**src/rtl/text_fetch_arbiter.sv**
```systemverilog
// Text-mode VGA fetch pipeline: turns pixel_x/pixel_y into a 1-bit colour with fixed latency,
// and shares the single-port character RAM between display fetch, a clear sweep and host writes.
//
// state      | meaning
// CLR_IDLE   | no sweep; free slots go to the host port
// CLR_SWEEP  | writing CLEAR_CHAR to clr_ptr on every free slot, 0..COLS*ROWS-1
module text_fetch_arbiter #(
    parameter int         COLS       = 80,
    parameter int         ROWS       = 30,
    parameter int         LAT        = 3,
    parameter logic [7:0] CLEAR_CHAR = 8'h20
) (
    input  logic        clk,
    input  logic        reset_n,
    input  logic        video_active,
    input  logic [9:0]  pixel_x,
    input  logic [9:0]  pixel_y,
    input  logic        hsync_in,
    input  logic        vsync_in,
    input  logic        wr_req,
    input  logic [11:0] wr_addr,
    input  logic [7:0]  wr_data,
    output logic        wr_ack,
    output logic        wr_err,
    input  logic        clr_req,
    output logic        clr_busy,
    output logic [11:0] cram_addr,
    output logic        cram_we,
    output logic [7:0]  cram_wdata,
    input  logic [7:0]  cram_rdata,
    output logic [10:0] font_addr,
    input  logic [7:0]  font_data,
    output logic        color,
    output logic        hsync_out,
    output logic        vsync_out,
    output logic        video_active_out
);

    localparam logic [11:0] CELLS     = 12'(COLS * ROWS);
    localparam logic [11:0] LAST_CELL = 12'(COLS * ROWS - 1);

    typedef enum logic {CLR_IDLE, CLR_SWEEP} clr_state_t;

    clr_state_t  clr_state;
    logic [11:0] clr_ptr;
    logic [11:0] fetch_addr;
    logic        fetch_slot;
    logic        clear_slot;
    logic        host_slot;

    logic [LAT-1:0] hs_d;
    logic [LAT-1:0] vs_d;
    logic [LAT-1:0] va_d;
    logic [3:0]     glyph_d1;
    logic [2:0]     xsub_d1;
    logic [2:0]     xsub_d2;
    logic [7:0]     font_hold;
    logic [7:0]     pix_row;

    logic unused_rdata_msb;
    assign unused_rdata_msb = cram_rdata[7];

    // row*80 + col as shifts: (row<<6) + (row<<4) + col
    assign fetch_addr = {pixel_y[9:4], 6'd0}
                      + {2'd0, pixel_y[9:4], 4'd0}
                      + {5'd0, pixel_x[9:3]};

    assign fetch_slot = video_active && (pixel_x[2:0] == 3'd0);
    assign clr_busy   = (clr_state == CLR_SWEEP);
    assign clear_slot = !fetch_slot && clr_busy;
    // A clr_req arriving while idle already outranks the host in its own cycle.
    assign host_slot  = !fetch_slot && !clr_busy && !clr_req && wr_req;

    always_comb begin
        cram_addr  = 12'd0;
        cram_we    = 1'b0;
        cram_wdata = 8'd0;
        wr_ack     = 1'b0;
        wr_err     = 1'b0;
        if (reset_n) begin
            if (fetch_slot) begin
                cram_addr = fetch_addr;
            end else if (clear_slot) begin
                cram_we    = 1'b1;
                cram_addr  = clr_ptr;
                cram_wdata = CLEAR_CHAR;
            end else if (host_slot) begin
                wr_ack = 1'b1;
                if (wr_addr < CELLS) begin
                    cram_we    = 1'b1;
                    cram_addr  = wr_addr;
                    cram_wdata = wr_data;
                end else begin
                    wr_err = 1'b1;
                end
            end
        end
    end

    always_ff @(posedge clk) begin
        if (!reset_n) begin
            clr_state <= CLR_IDLE;
            clr_ptr   <= 12'd0;
        end else begin
            case (clr_state)
                CLR_IDLE: begin
                    if (clr_req) begin
                        clr_state <= CLR_SWEEP;
                        clr_ptr   <= 12'd0;
                    end
                end
                CLR_SWEEP: begin
                    if (clear_slot) begin
                        if (clr_ptr == LAST_CELL) begin
                            clr_state <= CLR_IDLE;
                            clr_ptr   <= 12'd0;
                        end else begin
                            clr_ptr <= clr_ptr + 12'd1;
                        end
                    end
                end
                default: begin
                    clr_state <= CLR_IDLE;
                    clr_ptr   <= 12'd0;
                end
            endcase
        end
    end

    // The RAM answers one cycle after the fetch, so the glyph row travels one stage behind it.
    assign font_addr = reset_n ? {cram_rdata[6:0], glyph_d1} : 11'd0;

    // On the load cycle the fresh font byte bypasses the hold register.
    assign pix_row = (xsub_d2 == 3'd0) ? font_data : font_hold;

    always_ff @(posedge clk) begin
        if (!reset_n) begin
            hs_d      <= '1;
            vs_d      <= '1;
            va_d      <= '0;
            glyph_d1  <= 4'd0;
            xsub_d1   <= 3'd0;
            xsub_d2   <= 3'd0;
            font_hold <= 8'd0;
            color     <= 1'b0;
        end else begin
            hs_d     <= {hs_d[LAT-2:0], hsync_in};
            vs_d     <= {vs_d[LAT-2:0], vsync_in};
            va_d     <= {va_d[LAT-2:0], video_active};
            glyph_d1 <= pixel_y[3:0];
            xsub_d1  <= pixel_x[2:0];
            xsub_d2  <= xsub_d1;
            if (xsub_d2 == 3'd0)
                font_hold <= font_data;
            color <= va_d[1] & pix_row[3'd7 - xsub_d2];
        end
    end

    assign hsync_out        = hs_d[LAT-1];
    assign vsync_out        = vs_d[LAT-1];
    assign video_active_out = va_d[LAT-1];

endmodule

```
**config.mk**
```make
export PLATFORM = sky130hd
export DESIGN_NAME = text_fetch_arbiter
export DESIGN_NICKNAME = d
export VERILOG_FILES = /design/src/rtl/text_fetch_arbiter.sv
export SDC_FILE = /design/constraint.sdc
export NUM_CORES = 1
export LEC_CHECK = 0
export BUFFER_PORTS_ARGS = -buffer_cell sky130_fd_sc_hd__clkbuf_2
export CELL_PAD_IN_SITES_DETAIL_PLACEMENT = 0
export CELL_PAD_IN_SITES_GLOBAL_PLACEMENT = 1
export CORE_MARGIN = 8
export CORE_UTILIZATION = 35
export CTS_CLUSTER_SIZE = 12
export DETAILED_ROUTE_END_ITERATION = 12
export GPL_TIMING_DRIVEN = 0
export PLACE_DENSITY_LB_ADDON = 0.15
export SLEW_MARGIN = 20
export SYNTH_ARGS = -nofsm -noshare
export SYNTH_HDL_FRONTEND = slang
export SYNTH_SLANG_ARGS = --single-unit
```
**constraint.sdc**
```tcl
create_clock -name clk -period 2.47 [get_ports clk]
set_input_delay 0 -clock clk [delete_from_list [all_inputs] [get_ports clk]]
set_output_delay 0 -clock clk [all_outputs]
set_load 0.01 [all_outputs]
```
==> impl_metrics.toml, run 1 <==
[setup_path]
worstReg2RegEnd = "clr_ptr[2]$_SDFFE_PN0P_"
crit-reg2reg-launch = "clr_ptr[0]$_SDFFE_PN0P_"
timing.reg2reg.setup_slack_ns = 0.36
crit_path_max_fanout = 10
critical_path.startpoint_type = "register"
worst_ep_arrival_time_ns = 2.20
crit_type = "register to primary output"
required_ns = 2.47
critPathCaptureType = "primary output"
rr_worst_depth = 6

[layout]
antenna_cells_inserted = 0
nets = 486
fillers = 750
synthToLayoutAreaGrowth_pct = 37.0
drive_gt1_share_pct = 31.5
post-route-cell-area_um2 = 3490

[synthesis]
syn_std_cell_area_um2 = 2550
post_synth_inst_count = 284
synth.ff_latch_count = 41
synth-async-reset-ratio_pct = 0
number_of_library_cell_types_mapped_by_synthesis = 59
synth-warning-count = 0
synthesis.area_per_instance_um2 = 8.97
ys_dominant_reg_cell = "sky130_fd_sc_hd__dfxtp_1"
number_of_enable_flip_flop_cells_after_synthesis = 0
synth_sequential_area_ratio_pct = 32.2
synth_nets = 361

[clock_tree]
htree_levels = 2
post_cts_setup_buffer_count = 0
cts_max_path_buffers = 2
ctsRootBufferMaster = "sky130_fd_sc_hd__clkbuf_8"
clkTransAtPathRegs_ns = 0.08
cts_inserted_buffers = 5
cts_num_sinks = 41
clk-insertion-delay-late_ns = 0.29
cts_tree = "yes"

[floorplanning]
floorplan.initialDensity_pct = 35.7
die_h_um = 101
placeableCoreArea_um2 = 7140
boundaryPins = 102
die_x_um = 101
fp-row-count = 31
die_area_um2 = 10300

[pwr]
p_per_area_nw_per_um2 = 489
ir_worst_vdd_mv = 0.227
power_leakage_uw = 0.00157

[sta]
worst_slew_margin_rel_pct = 47.7
report.final.slew_viol_count = 0
fin_setup_tns_ns = 0
final_period_minus_worst_setup_slack_ns = 2.20
final_min_period_over_clock_period_pct = 89.1
final.hold.worst_slack_ns = 0.119
finalSetupViolations = 0
worst_slew_pin_slew_ns = 0.780
finClkSkew_ns = 0.00501
timing.fmax_mhz = 454
final_critical_path_setup_slack_ns = 0.269
setup_repair_after_global_routing_missed_its_margin = "false"
final_hold_viol_count = 0

[global_routing]
wire_length_of_the_first_global_routing_pass_um = 13100
globalRoute.totalOverflow = 0
grt.total_usage_pct = 16.0
number_of_antenna_violations_at_the_first_check_in_global_routing = 0
number_of_global_route_vias_before_repair = 2638
pin_count_of_the_biggest_net_entering_global_routing = 15

[routing]
firstDrtPassIters = 4
via_per_inst = 5.07
drt_iter0_drc = 175
routed_wirelength_normalized_by_instance_count_um = 15.6
antenna_violating_nets_post_route = 0
routed-via-count = 2579
totalWireLength_um = 7940
number_of_remaining_drc_errors = 0

[hold_path]
whs_endpoint = "clr_ptr[4]$_SDFFE_PN0P_"
min_path_type = "input port to register"
holdCritStartpoint = "clr_req"
hold-path-cell-count = 4

[place]
post_dp_cell_area_um2 = 3170
place.port_buffers = 100
detailed_place_hpwl_um = 6250
place_worst_setup_slack_ns = 0.394
routabilityCongestion = 0.828

[status]
outcome = "complete, no violations"

[run]
max_cap_viol_count = 0
## per-layer routing
metal | up-vias | global-route usage [%] | wire, µm
met5 | - | 0 | 0
met4 | 0 | 4.81 | 106
met3 | 7 | 3.92 | 526
met2 | 83 | 26.2 | 3730
met1 | 1197 | 20.2 | 3580
li1 | 1292 | - | -
## what timing repair did
action / 4_1_cts / 5_1_grt
endpoints found under the setup margin: 0 / 1
hold buffers: 18 / 0
endpoints found under the hold margin: 18 / 0
resized for setup: 0 / 2
## area by class of cell
class	instances	area (µm²)	area share [%]
multi-input cells	215	1590	45.6
flip-flops and latches	41	821	23.5
repair buffers	118	681	19.5
well taps	99	124	3.55
plain buffers	16	92.6	2.65
clock buffers	5	68.8	1.97
clock inverters	3	68.8	1.97
inverters	12	45.0	1.29
## worst max-delay path, cell delays in order, from the launching register on
cell and delay, ns:
sky130_fd_sc_hd__dfxtp_1 0.42, sky130_fd_sc_hd__or3b_1 0.46, sky130_fd_sc_hd__a311oi_2 0.27, sky130_fd_sc_hd__buf_4 0.25
sky130_fd_sc_hd__a221oi_1 0.11, sky130_fd_sc_hd__a211oi_2 0.23, sky130_fd_sc_hd__clkbuf_2 0.17
## power breakdown
| group | switching, µW | internal, µW | leakage (µW) |
|---|---|---|---|
| Sequential | 16.2 | 688 | 0.000337 |
| Combinational | 176 | 169 | 0.00117 |
| Clock | 250 | 407 | 0.0000687 |
| Total | 442 | 1260 | 0.00157 |
## cell usage after synthesis (3+ instances only)
library cell	instances	share of area, %
sky130_fd_sc_hd__and2_1	31	7.6
sky130_fd_sc_hd__nand2b_1	10	2.5
sky130_fd_sc_hd__o31a_1	3	1.0
sky130_fd_sc_hd__nor2_1	27	4.0
sky130_fd_sc_hd__dfxtp_1	41	32
sky130_fd_sc_hd__a211oi_1	3	0.88
sky130_fd_sc_hd__inv_1	12	1.8
sky130_fd_sc_hd__o32ai_1	3	1.0
sky130_fd_sc_hd__or3_1	3	0.74
sky130_fd_sc_hd__nor3_1	10	2.0
sky130_fd_sc_hd__nand3_1	4	0.79
sky130_fd_sc_hd__and3_1	3	0.74
sky130_fd_sc_hd__a21o_1	5	1.5
sky130_fd_sc_hd__o21ai_0	16	3.1
sky130_fd_sc_hd__nor4_1	5	1.2
sky130_fd_sc_hd__clkbuf_1	10	1.5
sky130_fd_sc_hd__nand2_1	9	1.3
sky130_fd_sc_hd__ha_1	12	5.9
sky130_fd_sc_hd__mux2i_1	9	3.5
sky130_fd_sc_hd__a21oi_1	8	1.6
sky130_fd_sc_hd__a221oi_1	9	3.1
## stage by stage
step	std cells	power, µW	util [%]
after floorplan	284	915	-
after global placement	483	1040	44.5
after detailed placement	483	1050	44.5
after CTS	509	1730	48.9
after global routing	509	1810	48.9
final	509	1710	48.9
## cell usage in the layout (no fill, tap or decap), drive strengths merged, types with 5 or more instances in the layout
cell type    synthesis  layout
a21oi                9       9
and2                31      31
dfxtp               41      41
buf                  6       6
ha                  12      12
a221oi              10      10
a211oi               5       5
nand2b              10      10
nor4                 6       6
nor2                27      27
nor3                11      11
nand2                9       9
clkbuf              10     115
dlygate4sd3          0      18
mux2i                9       9
o21ai               16      16
a21o                 5       5
nand3                5       5
inv                 12      13
## registers in the layout, summed over array words and instances, names as in the netlist
name and flops:
glyph_d1 4, clr_ptr 12, vs_d 3, clr_busy 1
color 1, xsub_d2 3, font_hold 8, xsub_d1 3
va_d 3, hs_d 3
## worst max path at each step
stage | from | to | slack, ns | cells past startpoint
floorplan | clr_ptr[0]$_SDFFE_PN0P_ | clr_ptr[2]$_SDFFE_PN0P_ | 0.72 | 6
global placement | clr_ptr[0]$_SDFFE_PN0P_ | clr_ptr[2]$_SDFFE_PN0P_ | 0.36 | 6
detailed placement | clr_ptr[0]$_SDFFE_PN0P_ | clr_ptr[2]$_SDFFE_PN0P_ | 0.39 | 6
CTS | pixel_x[1] | cram_addr[8] | 0.11 | 7
global route | clr_busy$_SDFF_PN0_ | cram_addr[8] | 0.11 | 6
finish | clr_busy$_SDFF_PN0_ | cram_addr[8] | 0.27 | 6
## cell families (layout without fill, tap and decap cells)
logic type / after synthesis / in the layout / share of synthesized area (%)
compound gates: 70 / 70 / 21.1
xor+xnor: 2 / 2 / 0.687
fa+ha+maj: 14 / 14 / 7.46
buf+inv: 28 / 154 / 5.35
flops: 41 / 41 / 32.2
mux: 13 / 13 / 6.19
simple gates: 116 / 116 / 27.0
Note: power is estimated with default switching activity, not from simulation.
==> run 2, diff against run 1 <==
PLACE_DENSITY_LB_ADDON = 0.05   (was 0.15)
==> run 2 against run 1 <==
  * Critical path depth is 1 higher
  * Critical endpoint unchanged
  * Worst hold slack improved by 0.022 ns
  * Worst setup slack worse by 0.024 ns
  * Clock power down 17%
  * First-iteration DRC count fell by 17%
==> impl_metrics.toml, run 2 (synthesis results as in run 1) <==
[layout]
flip_flop_count_of_the_largest_register_after_layout = 12
fillers = 773
nets = 486
ff_latch_area_um2 = 821
antenna_cells_inserted = 0
post-route-cell-area_um2 = 3470
synthToLayoutAreaGrowth_pct = 36.1
layout_commonest_cell = "sky130_fd_sc_hd__clkbuf_2"
drive_gt1_share_pct = 31.2
largest_register = "clr_ptr"
mostFrequentLayoutCells = "sky130_fd_sc_hd__clkbuf_2 (100), sky130_fd_sc_hd__dfxtp_1 (41), sky130_fd_sc_hd__and2_1 (31), sky130_fd_sc_hd__nor2_1 (27), sky130_fd_sc_hd__dlygate4sd3_1 (18)"
reg.largest.list = "clr_ptr x12, font_hold x8, glyph_d1 x4"
multiInputGateArea_um2 = 1590

[routing]
via_per_inst = 5.06
antenna_violating_nets_post_route = 0
firstDrtPassIters = 4
routed_wirelength_normalized_by_instance_count_um = 14.8
drt_iter0_drc = 146
number_of_remaining_drc_errors = 0
routed-via-count = 2578
totalWireLength_um = 7560

[pwr]
p_switching_uw = 431
power_frac_seq_pct = 44.3
power_frac_clock_pct = 34.1
p_int_uw = 1160
p_per_area_nw_per_um2 = 459
power_leakage_uw = 0.00156
ir_worst_vdd_mv = 0.213
p_comb_share_pct = 21.6
swShare_pct = 27.1

[floorplanning]
fp-row-count = 31
floorplan.initialDensity_pct = 35.7
die_area_um2 = 10300
boundaryPins = 102
placeableCoreArea_um2 = 7140
die_x_um = 101
die_h_um = 101

[setup_path]
crit_path_max_fanout = 10
critical_path.startpoint_type = "input port"
critical_path.cell_chain = "dlygate4sd3_1 > clkbuf_2 > nor4b_4 > clkbuf_1 > a221oi_1 > a211oi_2 > clkbuf_2"
crit_type = "input port to primary output"
crit_path_frequent_cell = "sky130_fd_sc_hd__clkbuf_2"
cp_num_buf_inv = 4
cpPeakStageDelay_ns = 0.61
required_ns = 2.47
critPathCaptureType = "primary output"
timing.critical_path.slowest_stage_cell = "sky130_fd_sc_hd__nor4b_4"
worst_ep_arrival_time_ns = 2.22
critical-path-top-delay-family = "buffers and inverters"

[global_routing]
global_route.usage.met1_pct = 18.4
met2_resource_use_gr_pct = 25.9
grt_use_met3_pct = 3.92
number_of_global_route_vias_before_repair = 2619
wire_length_of_the_first_global_routing_pass_um = 12600
globalRoute.totalOverflow = 0
busiest_layer = "met2"
number_of_antenna_violations_at_the_first_check_in_global_routing = 0
pin_count_of_the_biggest_net_entering_global_routing = 15
grt.total_usage_pct = 15.1

[place]
post_dp_cell_area_um2 = 3170
detailed_place_hpwl_um = 6010
routabilityCongestion = 0.794
place.port_buffers = 100

[sta]
final_period_minus_worst_setup_slack_ns = 2.22
setup_repair_after_global_routing_missed_its_margin = "false"
finalSetupViolations = 0
report.final.slew_viol_count = 0
final_hold_viol_count = 0
worst_slew_pin_slew_ns = 0.796
finClkSkew_ns = 0.00862
timing.fmax_mhz = 450
final_min_period_over_clock_period_pct = 90.1
fin_setup_tns_ns = 0
worst_slew_margin_rel_pct = 46.7

[clock_tree]
cts_num_sinks = 41
clk-insertion-delay-late_ns = 0.29
cts_inserted_buffers = 5
cts_resized = 0
cts_max_path_buffers = 2
clkTransAtPathRegs_ns = 0.08
cts_tree = "yes"
ctsRootBufferMaster = "sky130_fd_sc_hd__clkbuf_8"
htree_levels = 2

[hold_path]
min_path_type = "input port to register"

[status]
outcome = "complete, no violations"

[run]
max_cap_viol_count = 0
-- run 2: cell types whose count changed in the layout (fill, tap and decap cells not counted) --
cell	delta
sky130_fd_sc_hd__clkbuf_2	-1
sky130_fd_sc_hd__bufinv_16	-1
sky130_fd_sc_hd__clkinv_4	+1
sky130_fd_sc_hd__clkbuf_1	+1
sky130_fd_sc_hd__clkinvlp_4	+1
sky130_fd_sc_hd__inv_6	-1
-- run 2: path summary, 6_finish.rpt --
kind	startpoint	depth (start not counted)	endpoint	slack, ns
hold reg to reg	vs_d[0]$_SDFF_PN1_	1	vs_d[1]$_SDFF_PN1_	0.41
setup reg to reg	clr_ptr[1]$_SDFFE_PN0P_	6	clr_ptr[2]$_SDFFE_PN0P_	0.33
hold / removal	clr_req	4	clr_ptr[4]$_SDFFE_PN0P_	0.14
setup / recovery	pixel_x[1]	7	cram_addr[8]	0.25
-- run 2: power by group through the flow --
stage	clock (µW)	sequential [µW]	combinational, µW
after global placement	0	720	320
after CTS	567	705	347
after detailed placement	0	721	323
after floorplan	0	717	198
after global routing	587	709	384
final	543	705	343
-- run 2: metal layers --
layer / vias to the layer above / part of all wire [%]
met5: - / 0
met4: 0 / 0.45
met3: 2 / 4.9
met2: 62 / 50
met1: 1225 / 45
li1: 1289 / -
-- run 2: area by class of cell --
class | instances | area share [%]
inverters | 12 | 1.30
plain buffers | 16 | 2.63
clock inverters | 3 | 1.33
flip-flops and latches | 41 | 23.7
multi-input cells | 215 | 45.9
repair buffers | 118 | 19.6
well taps | 99 | 3.57
clock buffers | 5 | 1.98
-- run 2: through the flow --
stage	cells	hold WS (ns)	worst slack, ns	total power, µW	util [%]
finish	509	0.141	0.246	1590	48.6
global placement	483	0.183	0.348	1040	44.5
detailed placement	483	0.186	0.388	1040	44.5
CTS	509	0.131	0.215	1620	48.6
floorplan	284	0.101	0.722	915	-
global route	509	0.174	0.0953	1680	48.6
-- run 2: tightest hold or removal path, stage by stage --
cell                       delay (ns)
sky130_fd_sc_hd__clkbuf_2        0.13
sky130_fd_sc_hd__o21ai_0         0.09
sky130_fd_sc_hd__a21oi_1         0.12
sky130_fd_sc_hd__nor3_1          0.05
-- run 2: what timing repair did --
item	CTS	global route
hold buffers	18	0
hold endpoints to repair	18	0
setup buffers	0	0
==> run 3, diff against run 2 <==
ABC_AREA = 1   (was unset)
CORE_UTILIZATION = 33   (was 35)
==> run 3 against run 2 <==
  * Total power rose by 3.3%
  * Wire length up 4.3%
  * Sequential power hardly changed
  * Global-route usage fell by 0.58 points
  * Worst hold slack got worse by 0.11 ns
  * Sequential share of layout area decreased by 0.62 points
  * Largest power group unchanged
  * Final cell count increased by 24%
  * Count of clock-buffer cells in the layout up 1
  * Critical path type unchanged
==> impl_metrics.toml, run 3 <==
[status]
outcome = "complete, no violations"

[sta]
finClkSkew_ns = 0.0132
fin_setup_tns_ns = 0
worst_slew_margin_rel_pct = 63.0
final_critical_path_setup_slack_ns = 0.687
finalSetupViolations = 0
setup_repair_after_global_routing_missed_its_margin = "false"
final_hold_viol_count = 0
final.hold.worst_slack_ns = 0.0292
timing.fmax_mhz = 561
worst_slew_pin_slew_ns = 0.556
report.final.slew_viol_count = 0
final_period_minus_worst_setup_slack_ns = 1.78
final_min_period_over_clock_period_pct = 72.2

[floorplanning]
die_area_um2 = 11100
boundaryPins = 102
placeableCoreArea_um2 = 7730
die_x_um = 105
floorplan.initialDensity_pct = 34.1
fp-row-count = 32
die_h_um = 105

[synthesis]
synth-async-reset-ratio_pct = 0
synth_area_leader = "sky130_fd_sc_hd__dfxtp_1"
synthMostInstantiatedCell = "sky130_fd_sc_hd__nand2_1"
ys_dominant_reg_cell = "sky130_fd_sc_hd__dfxtp_1"
syn_std_cell_area_um2 = 2640
synth_common_cells = "sky130_fd_sc_hd__nand2_1 (94), sky130_fd_sc_hd__inv_1 (61), sky130_fd_sc_hd__nor2_1 (45)"
synthesis.area_per_instance_um2 = 6.52
synth_area_leaders = "sky130_fd_sc_hd__dfxtp_1 (31%), sky130_fd_sc_hd__nand2_1 (13%), sky130_fd_sc_hd__inv_1 (8.7%)"
post_synth_inst_count = 405
number_of_enable_flip_flop_cells_after_synthesis = 0
synth_top_area_share_pct = 31.1
synth.ff_latch_count = 41
number_of_library_cell_types_mapped_by_synthesis = 27
synth_nets = 482
synth_sequential_area_ratio_pct = 31.1
synth-warning-count = 0

[routing]
firstDrtPassIters = 4
via_per_inst = 4.54
drt_iter0_drc = 111
routed_wirelength_normalized_by_instance_count_um = 12.5
routed-via-count = 2869
antenna_violating_nets_post_route = 0
number_of_remaining_drc_errors = 0
totalWireLength_um = 7880

[layout]
largest_register = "clr_ptr"
synthToLayoutAreaGrowth_pct = 35.0
fillers = 841
reg.largest.list = "clr_ptr x12, font_hold x8, glyph_d1 x4"
drive_gt1_share_pct = 26.8
nets = 606
mostFrequentLayoutCells = "sky130_fd_sc_hd__clkbuf_2 (100), sky130_fd_sc_hd__nand2_1 (94), sky130_fd_sc_hd__inv_1 (61), sky130_fd_sc_hd__nor2_1 (45), sky130_fd_sc_hd__dfxtp_1 (41)"
layout_commonest_cell = "sky130_fd_sc_hd__clkbuf_2"
post-route-util_pct = 46.1
flip_flop_count_of_the_largest_register_after_layout = 12
post-route-cell-area_um2 = 3560
antenna_cells_inserted = 0

[setup_path]
crit_path_frequent_cell = "sky130_fd_sc_hd__nor2_1"
crit_type = "input port to primary output"
required_ns = 2.47
crit-reg2reg-launch = "clr_ptr[1]$_SDFFE_PN0P_"
critPathCaptureType = "primary output"
crit_path_max_fanout = 3
cpPeakStageDelay_ns = 0.53
timing.reg2reg.setup_slack_ns = 1.00
worstReg2RegEnd = "clr_ptr[1]$_SDFFE_PN0P_"
critical_path.startpoint_type = "input port"
critical_path_depth = 10
critical-path-top-delay-family = "adder cells"
worst_ep_arrival_time_ns = 1.78
cp_num_buf_inv = 3
rr_worst_depth = 8
timing.critical_path.slowest_stage_cell = "sky130_fd_sc_hd__fa_1"
critical_path.cell_chain = "clkbuf_2 > inv_1 > fa_1 > fa_1 > nor3_1 > nor2_1 > nor2_1 > nor2_1 > nor2_1 > clkbuf_2"

[pwr]
ir_worst_vdd_mv = 0.195
p_per_area_nw_per_um2 = 462
power_leakage_uw = 0.00186

[place]
place_worst_setup_slack_ns = 0.668
post_dp_cell_area_um2 = 3260
routabilityCongestion = 0.796
detailed_place_hpwl_um = 6410
place.port_buffers = 99

[clock_tree]
post_cts_setup_buffer_count = 0
cts_inserted_buffers = 5
ctsRootBufferMaster = "sky130_fd_sc_hd__clkbuf_8"
cts_num_sinks = 41
htree_levels = 2
cts_max_path_buffers = 2
cts_tree = "yes"
clk-insertion-delay-late_ns = 0.30
clkTransAtPathRegs_ns = 0.07

[hold_path]
holdCritStartpoint = "clr_req"
min_path_type = "input port to register"
whs_endpoint = "clr_busy$_SDFF_PN0_"
hold-path-cell-count = 3

[global_routing]
globalRoute.totalOverflow = 0
pin_count_of_the_biggest_net_entering_global_routing = 14
number_of_antenna_violations_at_the_first_check_in_global_routing = 0
grt.total_usage_pct = 14.5
wire_length_of_the_first_global_routing_pass_um = 13500
number_of_global_route_vias_before_repair = 2955

[run]
max_cap_viol_count = 0
==> run 3: per-stage QoR <==
| stage | power [µW] | std cells |
|---|---|---|
| 2_1_floorplan | 940 | 405 |
| 3_3_place_gp | 1070 | 606 |
| 3_5_place_dp | 1070 | 606 |
| 4_1_cts | 1670 | 632 |
| 5_1_grt | 1750 | 632 |
| 6_report | 1640 | 632 |
==> run 3: tightest hold or removal path: cells and delay by family <==
family	cells	cell delay [ns]
simple gates	2	0.15
buf+inv	1	0.11
==> run 3: logic make-up after synthesis <==
logic type               count (synthesis)  synth area share [%]
AO/OA/AOI/OAI                           59                  11.7
XOR/XNOR                                 3                 0.996
adder cells (fa/ha/maj)                 14                  7.21
buffers and inverters                   77                  12.0
flip-flops                              41                  31.1
AND/OR/NAND/NOR                        211                  37.0
==> run 3: per-layer routing <==
metal	vias to the layer above	track usage [%]	wire, µm
met5	-	0	0
met4	0	5.10	107
met3	10	5.05	562
met2	72	24.5	3680
met1	1265	16.6	3530
li1	1522	-	-
==> run 3: report_power, final <==
group / total, µW / internal [µW] / switching (µW)
sequential: 703 / 689 / 14.0
combinational: 371 / 165 / 206
clock: 571 / 329 / 242
==> run 3: timing repair <==
item / 4_1_cts / 5_1_grt
resized for setup: 0 / 0
hold endpoints to repair: 18 / 0
hold buffers: 18 / 0
==> run 3: final cells by class <==
type | count | area, µm² | share of cell area (%)
Tap cell | 102 | 128 | 3.58
Timing Repair Buffer | 117 | 676 | 19.0
Sequential cell | 41 | 821 | 23.0
Clock buffer | 6 | 82.6 | 2.32
Buffer | 14 | 80.1 | 2.25
Inverter | 63 | 236 | 6.64
Clock inverter | 2 | 37.5 | 1.05
Multi-Input combinational cell | 287 | 1500 | 42.1
==> run 3: worst max-delay path by stage <==
stage / start / endpoint
4_1_cts: pixel_x[9] / cram_addr[11]
2_1_floorplan: pixel_x[9] / cram_addr[11]
6_report: pixel_x[9] / cram_addr[11]
3_3_place_gp: pixel_y[4] / cram_addr[11]
5_1_grt: pixel_x[9] / cram_addr[8]
3_5_place_dp: pixel_x[9] / cram_addr[11]
